[src/rtl/riscv_core_me_pkg.sv]
// Shared encodings and decode helpers for the memory-access (ME) stage.
package riscv_core_me_pkg;

    localparam logic [3:0] MEMOP_NONE = 4'd0;
    localparam logic [3:0] MEMOP_LB   = 4'd1;
    localparam logic [3:0] MEMOP_LH   = 4'd2;
    localparam logic [3:0] MEMOP_LW   = 4'd3;
    localparam logic [3:0] MEMOP_LBU  = 4'd4;
    localparam logic [3:0] MEMOP_LHU  = 4'd5;
    localparam logic [3:0] MEMOP_SB   = 4'd6;
    localparam logic [3:0] MEMOP_SH   = 4'd7;
    localparam logic [3:0] MEMOP_SW   = 4'd8;

    localparam logic [2:0] BRANCHOP_NONE = 3'd0;
    localparam logic [2:0] BRANCHOP_BR_Z = 3'd1;
    localparam logic [2:0] BRANCHOP_BR_NZ = 3'd2;
    localparam logic [2:0] BRANCHOP_JUMP = 3'd3;

    localparam logic [1:0] RFWT_SEL_ALU  = 2'd0;
    localparam logic [1:0] RFWT_SEL_MEM  = 2'd1;
    localparam logic [1:0] RFWT_SEL_PC4  = 2'd2;
    localparam logic [1:0] RFWT_SEL_ALU2 = 2'd3;

    typedef enum logic [1:0] {
        ME_IDLE = 2'd0,
        ME_REQ  = 2'd1,
        ME_WAIT = 2'd2
    } me_state_e;

    function automatic logic is_load(input logic [3:0] memop);
        logic r;
        case (memop)
            MEMOP_LB, MEMOP_LH, MEMOP_LW, MEMOP_LBU, MEMOP_LHU: r = 1'b1;
            default:                                            r = 1'b0;
        endcase
        return r;
    endfunction

    function automatic logic is_store(input logic [3:0] memop);
        logic r;
        case (memop)
            MEMOP_SB, MEMOP_SH, MEMOP_SW: r = 1'b1;
            default:                      r = 1'b0;
        endcase
        return r;
    endfunction

    // Halfword accesses need an even address, word accesses a 4-byte aligned one.
    function automatic logic is_misaligned(input logic [3:0] memop, input logic [1:0] addrLo);
        logic r;
        case (memop)
            MEMOP_LH, MEMOP_LHU, MEMOP_SH: r = addrLo[0];
            MEMOP_LW, MEMOP_SW:            r = (addrLo != 2'b00);
            default:                       r = 1'b0;
        endcase
        return r;
    endfunction

endpackage

[src/rtl/riscv_core_me_align.sv]
// Store lane replication / byte enables and load byte-half extraction with extension.
module riscv_core_me_align
    import riscv_core_me_pkg::*;
(
    input  logic [3:0]  memop_i,
    input  logic [1:0]  addrLo_i,
    input  logic [31:0] wtdat_i,
    input  logic [31:0] rdata_i,
    output logic [3:0]  be_o,
    output logic [31:0] wdata_o,
    output logic [31:0] loadData_o
);

    logic [7:0]  loadByte;
    logic [15:0] loadHalf;

    // Store side: replicate the store value across lanes and enable only the addressed bytes.
    always_comb begin
        be_o    = 4'b1111;
        wdata_o = wtdat_i;
        case (memop_i)
            MEMOP_SB: begin
                be_o    = 4'b0001 << addrLo_i;
                wdata_o = {4{wtdat_i[7:0]}};
            end
            MEMOP_SH: begin
                be_o    = addrLo_i[1] ? 4'b1100 : 4'b0011;
                wdata_o = {2{wtdat_i[15:0]}};
            end
            default: begin
                be_o    = 4'b1111;
                wdata_o = wtdat_i;
            end
        endcase
    end

    // Load side: pick the addressed byte or half of the returned word, then extend.
    always_comb begin
        case (addrLo_i)
            2'd0:    loadByte = rdata_i[7:0];
            2'd1:    loadByte = rdata_i[15:8];
            2'd2:    loadByte = rdata_i[23:16];
            default: loadByte = rdata_i[31:24];
        endcase
        loadHalf = addrLo_i[1] ? rdata_i[31:16] : rdata_i[15:0];
        case (memop_i)
            MEMOP_LB:  loadData_o = {{24{loadByte[7]}}, loadByte};
            MEMOP_LBU: loadData_o = {24'd0, loadByte};
            MEMOP_LH:  loadData_o = {{16{loadHalf[15]}}, loadHalf};
            MEMOP_LHU: loadData_o = {16'd0, loadHalf};
            default:   loadData_o = rdata_i;
        endcase
    end

endmodule

[src/rtl/riscv_core_me_stage.sv]
// Memory-access stage: branch resolution, dmem handshake FSM with watchdog, W-stage registers.
module riscv_core_me_stage
    import riscv_core_me_pkg::*;
#(
    parameter int XLEN     = 32,
    parameter int MAX_WAIT = 16
) (
    input  logic            CLK,
    input  logic            RST,
    input  logic            me_valid,
    input  logic [XLEN-1:0] r_me_alu_Q,
    input  logic [XLEN-1:0] r_me_bradd_Q,
    input  logic [2:0]      r_me_branchop_Q,
    input  logic [3:0]      r_me_memop_Q,
    input  logic [XLEN-1:0] r_me_pc_Q,
    input  logic [4:0]      r_me_rd_Q,
    input  logic            r_me_regwrite_Q,
    input  logic [1:0]      r_me_rfwt_sel_Q,
    input  logic [XLEN-1:0] r_me_wtdat_Q,
    input  logic            r_me_zero_Q,
    output logic            me_stall,
    output logic            br_taken,
    output logic [XLEN-1:0] br_target,
    output logic            dmem_req_valid,
    input  logic            dmem_req_ready,
    output logic [XLEN-1:0] dmem_addr,
    output logic            dmem_we,
    output logic [3:0]      dmem_be,
    output logic [XLEN-1:0] dmem_wdata,
    input  logic            dmem_rsp_valid,
    input  logic [XLEN-1:0] dmem_rdata,
    output logic            wb_valid,
    output logic [4:0]      wb_rd,
    output logic            wb_regwrite,
    output logic [XLEN-1:0] wb_data,
    output logic            wb_err
);

    localparam int CW = $clog2(MAX_WAIT + 1);

    me_state_e       state_q, state_d;
    logic [CW-1:0]   waitCnt_q, waitCnt_d;
    logic            wbValid_q, wbRegwrite_q, wbErr_q;
    logic [4:0]      wbRd_q;
    logic [XLEN-1:0] wbData_q;

    logic            isLoad, isStore, misaligned, alignedMem;
    logic            rspHit, timeout, retire, brCond, retireErr;
    logic [XLEN-1:0] loadData, wbDataNext;

    assign isLoad     = is_load(r_me_memop_Q);
    assign isStore    = is_store(r_me_memop_Q);
    assign misaligned = (isLoad | isStore) & is_misaligned(r_me_memop_Q, r_me_alu_Q[1:0]);
    assign alignedMem = (isLoad | isStore) & ~misaligned;

    // A response only counts once the request has been accepted; the watchdog fires on its last cycle.
    assign rspHit  = (state_q == ME_WAIT) & dmem_rsp_valid;
    assign timeout = (state_q != ME_IDLE) & (waitCnt_q == CW'(MAX_WAIT - 1)) & ~rspHit;

    assign me_stall = me_valid & alignedMem & ~rspHit & ~timeout;
    assign retire   = me_valid & ~me_stall;
    assign retireErr = misaligned | timeout;

    assign dmem_req_valid = ((state_q == ME_IDLE) & me_valid & alignedMem) |
                            ((state_q == ME_REQ) & ~timeout);
    assign dmem_addr      = {r_me_alu_Q[XLEN-1:2], 2'b00};
    assign dmem_we        = isStore;

    riscv_core_me_align u_align (
        .memop_i    (r_me_memop_Q),
        .addrLo_i   (r_me_alu_Q[1:0]),
        .wtdat_i    (r_me_wtdat_Q),
        .rdata_i    (dmem_rdata),
        .be_o       (dmem_be),
        .wdata_o    (dmem_wdata),
        .loadData_o (loadData)
    );

    // Branch condition decode; the redirect only fires on a retiring instruction.
    always_comb begin
        case (r_me_branchop_Q)
            BRANCHOP_BR_Z:  brCond = r_me_zero_Q;
            BRANCHOP_BR_NZ: brCond = ~r_me_zero_Q;
            BRANCHOP_JUMP:  brCond = 1'b1;
            default:        brCond = 1'b0;
        endcase
    end

    assign br_taken  = retire & brCond;
    assign br_target = r_me_bradd_Q;

    // Write-back data source select; MEM select only yields load data for actual loads.
    always_comb begin
        case (r_me_rfwt_sel_Q)
            RFWT_SEL_MEM: wbDataNext = isLoad ? loadData : r_me_alu_Q;
            RFWT_SEL_PC4: wbDataNext = r_me_pc_Q + XLEN'(4);
            default:      wbDataNext = r_me_alu_Q;
        endcase
    end

    // Transaction FSM next state and watchdog counter; the counter runs only while outstanding.
    always_comb begin
        state_d   = state_q;
        waitCnt_d = waitCnt_q;
        case (state_q)
            ME_IDLE: begin
                waitCnt_d = '0;
                if (me_valid && alignedMem) begin
                    state_d = dmem_req_ready ? ME_WAIT : ME_REQ;
                end
            end
            ME_REQ: begin
                if (timeout) begin
                    state_d   = ME_IDLE;
                    waitCnt_d = '0;
                end else begin
                    waitCnt_d = waitCnt_q + CW'(1);
                    if (dmem_req_ready) begin
                        state_d = ME_WAIT;
                    end
                end
            end
            ME_WAIT: begin
                if (rspHit || timeout) begin
                    state_d   = ME_IDLE;
                    waitCnt_d = '0;
                end else begin
                    waitCnt_d = waitCnt_q + CW'(1);
                end
            end
            default: begin
                state_d   = ME_IDLE;
                waitCnt_d = '0;
            end
        endcase
    end

    // State, watchdog and W-stage registers; reset abandons any outstanding transaction.
    always_ff @(posedge CLK) begin
        if (RST) begin
            state_q      <= ME_IDLE;
            waitCnt_q    <= '0;
            wbValid_q    <= 1'b0;
            wbRd_q       <= '0;
            wbRegwrite_q <= 1'b0;
            wbData_q     <= '0;
            wbErr_q      <= 1'b0;
        end else begin
            state_q   <= state_d;
            waitCnt_q <= waitCnt_d;
            wbValid_q <= retire;
            if (retire) begin
                wbRd_q       <= r_me_rd_Q;
                wbRegwrite_q <= r_me_regwrite_Q & ~isStore & ~retireErr & (r_me_rd_Q != 5'd0);
                wbData_q     <= wbDataNext;
                wbErr_q      <= retireErr;
            end
        end
    end

    assign wb_valid    = wbValid_q;
    assign wb_rd       = wbRd_q;
    assign wb_regwrite = wbRegwrite_q;
    assign wb_data     = wbData_q;
    assign wb_err      = wbErr_q;

endmodule

[config.mk]
export PLATFORM = sky130hd
export DESIGN_NAME = riscv_core_me_stage
export DESIGN_NICKNAME = d
export VERILOG_FILES = /design/src/rtl/riscv_core_me_pkg.sv /design/src/rtl/riscv_core_me_align.sv /design/src/rtl/riscv_core_me_stage.sv
export SDC_FILE = /design/constraint.sdc
export NUM_CORES = 1
export LEC_CHECK = 0
export ABC_AREA = 1
export CORE_MARGIN = 2
export CORE_UTILIZATION = 28
export CTS_CLUSTER_DIAMETER = 40
export DETAILED_ROUTE_END_ITERATION = 12
export PLACE_DENSITY = 0.64
export SYNTH_ARGS = -nofsm -noshare
export SYNTH_HDL_FRONTEND = slang
export SYNTH_SLANG_ARGS = --single-unit
[constraint.sdc]
create_clock -name CLK -period 4.25 [get_ports CLK]
set_input_delay 0.425 -clock CLK [delete_from_list [all_inputs] [get_ports CLK]]
set_output_delay 0.425 -clock CLK [all_outputs]
set_load 0.03 [all_outputs]
==> results.md, run 1 <==
- Status: completed
- CP most frequent cell: clkdlybuf4s50_1
- CTS Sinks: 47
- Area growth syn-to-layout: 43.2%
- CP Launch Type: primary input
- Final ANT Viol Nets: 0
- PwrDens: 251 nW/um^2
- Core area: 19400 um^2
- Slowest stage delay, CP: 820 ps
- Share of power burned in registers: 26.3%
- DR WL/cell: 17.7 um
- Final WS setup: 718 ps
- Yosys Warn Count: 0
- Die width: 145 um
- Max Root-Sink Buffers: 2
- Power share of the clock group: 23.4%
- CP cell instances: clkdlybuf4s50_1, nand2_2, inv_2, nand2_4, nand3_1, nand2_1, nand3_2, o21ai_4, nor4_1, clkdlybuf4s50_1
- Flops & latches, synth: 47
- Port Buffers: 258
- LEAKAGE: 3.48 nW
- Internal power: 0.00119 W
- CP bufs+invs: 3
- Final Cycle Share: 83.1%
- CP Capture Type: output port
- Peak supply drop: 0.241 mV
- Detail Placement HPWL: 20500 um
- Primary FF master, synth: dfxtp_1
- Tmin final: 3530 ps
- TritonCTS buffer count: 5
- Seq/Total Area, Yosys: 17.0%
- Number of flops mapped to enable cells by yosys: 0
- Max Slew Vio Count: 0
- Initial antenna violation count: 4
- Pin count of the biggest net entering global routing: 52
- NumNets Final: 1351
- Die Ht: 145 um
- Via density: 4.90
- Setup Buffers After CTS: 0
- Share of cells above drive strength 1: 4.13%
- Worst hold path type: flop to flop
- Worst-Skew Late Latency: 290 ps
- Final setup fails: 0
- Commonest non-fill, non-tap cells in the layout: nand2_1, clkdlybuf4s50_1, nor2_1
- CP Max Fanout: 14
- Ports: 325
- Die footprint: 20900 um^2
- 1st-iter DRT viols: 600
- Root Buffer: clkbuf_16
- Mapped Avg Cell Area: 5.53 um^2
- RSZ-0062 raised after global routing: false
- Total gr overflow: 0
- Delay-heaviest family, CP: buffers and inverters
- Combinational power share: 50.3%
- Max Clk Rate: 283 MHz
- First-pass GRT wire length: 35800 um
- Library cells used by synthesis: 46
- CP max stage cell: clkdlybuf4s50_1
- Final Routed Wirelength: 25300 um
- GPL Wtd Cong: 0.914
- Max Clock Skew: 8.24 ps
- Count of non-filler cells in the finished layout: 1430
- CP required: 3830 ps
- Fin. Hold Viols: 0
- FFs w/ async S/R, synth: 0%
- Setup TNS Final: 0 ps
- Setup slack at placement: 721 ps
- Inst Count DP: 1420
- Max_slew headroom: 22.5%
- Sw Pwr: 0.000804 W
- Standard-cell row count: 51
- Data arrival time of the critical path: 3110 ps
- Switch share: 40.4%
- Resized cells post-CTS: 0
- Post-Syn Area: 5530 um^2
- Most common cell after layout, fill and taps aside: nand2_1
- Mapped Cells: 1001
- Drt drc: 0
- Max-Cap Viols: 0
- Post-CTS Hold Buffers: 0
- Vias: 7005
- Register clock-pin slew on the reported worst setup and hold paths: 60 ps
- Vias in the first global route: 6251
- Min Hold Slack: 447 ps
- GRT Total Usage: 22.9%
- DRT Pass-1 Iters: 6
- H-tree depth: 2
- CTS tree: done
- Slew @ Worst Pin: 1160 ps
- Initial core utilization: 28.5%
- Critical path type: primary input to output port
-- registers in the layout, summed over array words and instances, names as in the netlist --
name and cells:
wb_err 1, state_q 2, wb_rd 5, wb_data 32, wb_regwrite 1, wb_valid 1
waitCnt_q 5
-- through the flow --
stage | total power (W) | instance area, um^2 | utilization (%)
after floorplan | 0.00117 | 5540 | -
after global placement | 0.00153 | 7740 | 39.9
after detailed placement | 0.00153 | 7740 | 39.9
after CTS | 0.00200 | 7920 | 40.8
after global routing | 0.00211 | 7920 | 40.8
final | 0.00199 | 7920 | 40.8
-- worst reg2reg max path: cells and delay by family (launching register included) --
family / cells / cell delay [ps]
simple gates: 1 / 180
fa+ha+maj: 2 / 410
compound gates: 4 / 750
flops: 1 / 320
buf+inv: 3 / 910
-- area by class of cell --
| class | instances | area (um^2) |
|---|---|---|
| flip-flops and latches | 47 | 941 |
| repair buffers | 266 | 2640 |
| fillers | 2160 | 11500 |
| diodes | 2 | 5.00 |
| clock buffers | 6 | 139 |
| well taps | 265 | 332 |
| inverters | 110 | 418 |
| multi-input cells | 732 | 3410 |
| clock inverters | 2 | 35.0 |
-- path summary, 6_finish.rpt --
check                   from           end  slack (ps)  cells after the start
max          r_me_memop_Q[0]      br_taken         720                     10
min reg2reg     waitCnt_q[0]  waitCnt_q[0]         450                      1
max reg2reg     waitCnt_q[0]    wb_data[2]        1560                     10
min             waitCnt_q[0]  waitCnt_q[0]         450                      1
-- metal layers --
metal | track usage [%] | up-vias | share of wire, %
li1 | - | 3478 | -
met1 | 27.6 | 3126 | 40
met2 | 40.7 | 348 | 48
met3 | 4.93 | 49 | 9.0
met4 | 7.31 | 4 | 2.8
met5 | 0 | - | 0.11
-- power groups by stage --
stage	clock network, W	registers (W)	logic (W)
finish	0.000466	0.000523	0.00100
global route	0.000492	0.000528	0.00108
CTS	0.000475	0.000523	0.00100
detailed placement	0	0.000531	0.000998
global placement	0	0.000532	0.000994
floorplan	0	0.000605	0.000562
-- synth_stat cells (5+ instances only) --
library cell,n,share of area (%)
nand2_1,282,19
nor2_1,103,7.0
inv_1,101,6.9
o21ai_0,97,8.8
a21oi_1,78,7.1
nand3_1,75,6.8
buf_4,73,9.9
dfxtp_1,47,17
clkbuf_1,21,1.4
nor3_1,15,1.4
o21ai_1,12,1.1
o22ai_1,9,1.0
buf_6,8,1.6
ha_1,8,1.8
buf_2,7,0.63
inv_2,7,0.47
nand2_2,5,0.57
nand4_1,5,0.57
o21bai_1,5,0.68
-- cell families after synthesis --
group | share of synthesized area, %
AND/OR/NAND/NOR | 38.1
buffers and inverters | 21.4
AO/OA/AOI/OAI | 21.2
flip-flops | 17.0
adder cells (fa/ha/maj) | 1.81
XOR/XNOR | 0.475
other | 0.0678
Note: power is estimated with default switching activity, not from simulation.
==> inputs of run 2 (changes only) <==
Settings changed: PLACE_DENSITY 0.64 to 0.66.
Clock period 4.25 ns to 2.9 ns, I/O delays scaled along.
==> run 2 against run 1 <==
Compared with the run above:
- sequential power is 47% higher
- routed wire length about the same
- register-to-register slack got worse by 1000 ps
- sequential cell count unchanged
- critical endpoint unchanged
- combinational power up 49%
- non-clock buffer count is 19 higher
- clock-buffer cell count did not move
- global-route usage grew 0.51 points
- power is 46% higher
- via count rose by 1.5%
- setup slack got worse by 580 ps
- critical path type unchanged
- largest power group unchanged
- cell count up 1.4%
==> results.md, run 2 (synthesis results as in run 1) <==
- Final Cycle Share: 95.2%
- Max-Cap Viols: 0 (unchanged)
- CTS Sinks: 47 (unchanged)
- Min Hold Slack: 461 ps (was 447 ps)
- Share of cells above drive strength 1: 7.54% (was 4.13%)
- Setup Buffers After CTS: 0 (unchanged)
- Standard-cell row count: 51 (unchanged)
- CP most frequent cell: clkdlybuf4s50_1 (unchanged)
- FF-to-FF path depth: 10 (unchanged)
- Final setup fails: 0 (unchanged)
- Initial core utilization: 28.5% (unchanged)
- GRT Total Usage: 23.5% (was 22.9%)
- Final Routed Wirelength: 25300 um (about the same)
- CTS tree: done (unchanged)
- Core area: 19400 um^2 (unchanged)
- GPL Wtd Cong: 0.926 (was 0.914)
- Via density: 4.91 (was 4.90)
- Detail Placement HPWL: 20700 um (was 20500 um)
- CP endpoint: br_taken (unchanged)
- Worst-Skew Late Latency: 290 ps (about the same)
- CP required: 2610 ps (was 3830 ps)
- Register clock-pin slew on the reported worst setup and hold paths: 60 ps (about the same)
- Fin. Hold Viols: 0 (unchanged)
- PwrDens: 360 nW/um^2 (was 251 nW/um^2)
- Final ANT Viol Nets: 0 (unchanged)
- Slew @ Worst Pin: 642 ps (was 1160 ps)
- Setup TNS Final: 0 ps (unchanged)
- Vias in the first global route: 6510 (was 6251)
- 1st-iter DRT viols: 528 (was 600)
- Commonest non-fill, non-tap cells in the layout: nand2_1, clkdlybuf4s50_1, nor2_1 (unchanged)
- Ports: 325 (unchanged)
- Tmin final: 2760 ps
- Max Root-Sink Buffers: 2 (unchanged)
- Die width: 145 um (unchanged)
- First-pass GRT wire length: 36900 um (was 35800 um)
- Root Buffer: clkbuf_16 (unchanged)
- Vias: 7113 (was 7005)
- Drt drc: 0 (unchanged)
- R2R Setup Slk: 550 ps (was 1560 ps)
- Area growth syn-to-layout: 46.1% (was 43.2%)
- LEAKAGE: 3.62 nW (was 3.48 nW)
- Total gr overflow: 0 (unchanged)
- R2r endpoint: wb_data[10] (was wb_data[2])
- TritonCTS buffer count: 5 (unchanged)
- Max FFs per register: 32 (unchanged)
- CP startpoint: r_me_memop_Q[1] (was r_me_memop_Q[0])
- Max Slew Vio Count: 0 (unchanged)
- FF-to-FF Start: waitCnt_q[0] (unchanged)
- Most common cell after layout, fill and taps aside: nand2_1 (unchanged)
- Max Clock Skew: 5.60 ps (was 8.24 ps)
- RSZ-0062 raised after global routing: false (unchanged)
- Post-CTS Hold Buffers: 0 (unchanged)
- CP Capture Type: output port (unchanged)
- Die footprint: 20900 um^2 (unchanged)
- Die Ht: 145 um (unchanged)
- Slowest stage delay, CP: 710 ps (was 820 ps)
- Resized cells post-CTS: 0 (unchanged)
- Pin count of the biggest net entering global routing: 51 (was 52)
- Data arrival time of the critical path: 2470 ps (was 3110 ps)
- CP cell instances: clkdlybuf4s50_1, nand2_2, inv_2, nand2_4, nand3_1, nand2_1, nand3_2, o21ai_4, nor4_1, clkdlybuf4s50_1 (unchanged)
- Peak supply drop: 0.296 mV (was 0.241 mV)
- NumNets Final: 1370 (was 1351)
- H-tree depth: 2 (unchanged)
- CP Launch Type: primary input (unchanged)
- Port Buffers: 258 (unchanged)
- Worst hold path type: flop to flop (unchanged)
- Status: completed (unchanged)
- Max_slew headroom: 56.8% (was 22.5%)
- Initial antenna violation count: 5 (was 4)
- DRT Pass-1 Iters: 5 (was 6)
- Max Clk Rate: 362 MHz
- CP Max Fanout: 6 (was 14)
- CP max stage cell: clkdlybuf4s50_1 (unchanged)
- Critical path type: primary input to output port (unchanged)
- DR WL/cell: 17.5 um (was 17.7 um)
## run 2: cell types whose count changed in the layout (fill, tap and decap cells not counted)
| cell | delta |
|---|---|
| clkbuf_8 | -1 |
| clkbuf_1 | +1 |
| buf_12 | +7 |
| diode_2 | +2 |
| clkdlybuf4s50_1 | -24 |
| buf_4 | +36 |
| clkinv_2 | -1 |
## run 2: per-layer routing
layer / share of wire [%] / wire, um / GRT usage, % / vias to the layer above
met2: 49 / 12300 / 41.3 / 343
li1: - / - / - / 3532
met4: 3.2 / 808 / 9.25 / 0
met5: 0 / 0 / 0 / -
met3: 9.4 / 2380 / 4.64 / 46
met1: 39 / 9840 / 28.0 / 3192
## run 2: critical path, delay by kind of cell
kind,cells,cell delay [ps]
buffers and inverters,3,1440
AOI/OAI and AO/OA,1,80
and+or+nand+nor,6,650
## run 2: layout make-up
cell class	count	area [um^2]
Fill cell	2111	11300
Timing Repair Buffer	285	2810
Multi-Input combinational cell	732	3410
Antenna cell	4	10.0
Clock inverter	1	30.0
Clock buffer	6	129
Tap cell	265	332
Inverter	110	418
Sequential cell	47	941
## run 2: worst min-delay path by stage
stage                             start      endpoint  slack [ps]  depth (start not counted)
after floorplan           r_me_alu_Q[7]    wb_data[7]         420                          2
after global placement     waitCnt_q[0]  waitCnt_q[0]         430                          1
after detailed placement   waitCnt_q[0]  waitCnt_q[0]         440                          1
after CTS                  waitCnt_q[0]  waitCnt_q[0]         460                          1
after global routing       waitCnt_q[0]  waitCnt_q[0]         470                          1
final                      waitCnt_q[0]  waitCnt_q[0]         460                          1
## run 2: metrics by stage
| stage | worst slack, ps | area, um^2 | cells | util (%) | total power (W) |
|---|---|---|---|---|---|
| 5_1_grt | 6.02 | 8080 | 1450 | 41.7 | 0.00309 |
| 3_3_place_gp | 106 | 7920 | 1439 | 40.8 | 0.00226 |
| 2_1_floorplan | 472 | 5540 | 1002 | - | 0.00171 |
| 6_report | 139 | 8080 | 1450 | 41.7 | 0.00291 |
| 3_5_place_dp | 143 | 7920 | 1439 | 40.8 | 0.00226 |
| 4_1_cts | 100 | 8070 | 1446 | 41.6 | 0.00292 |
## run 2: where the power goes
group          total [W]  switching (W)  leakage [nW]  internal (W)
clock           0.000653       0.000250        0.0770      0.000403
sequential      0.000767      0.0000486         0.386      0.000719
combinational    0.00149       0.000882          3.16      0.000611
total            0.00291        0.00118          3.62       0.00173
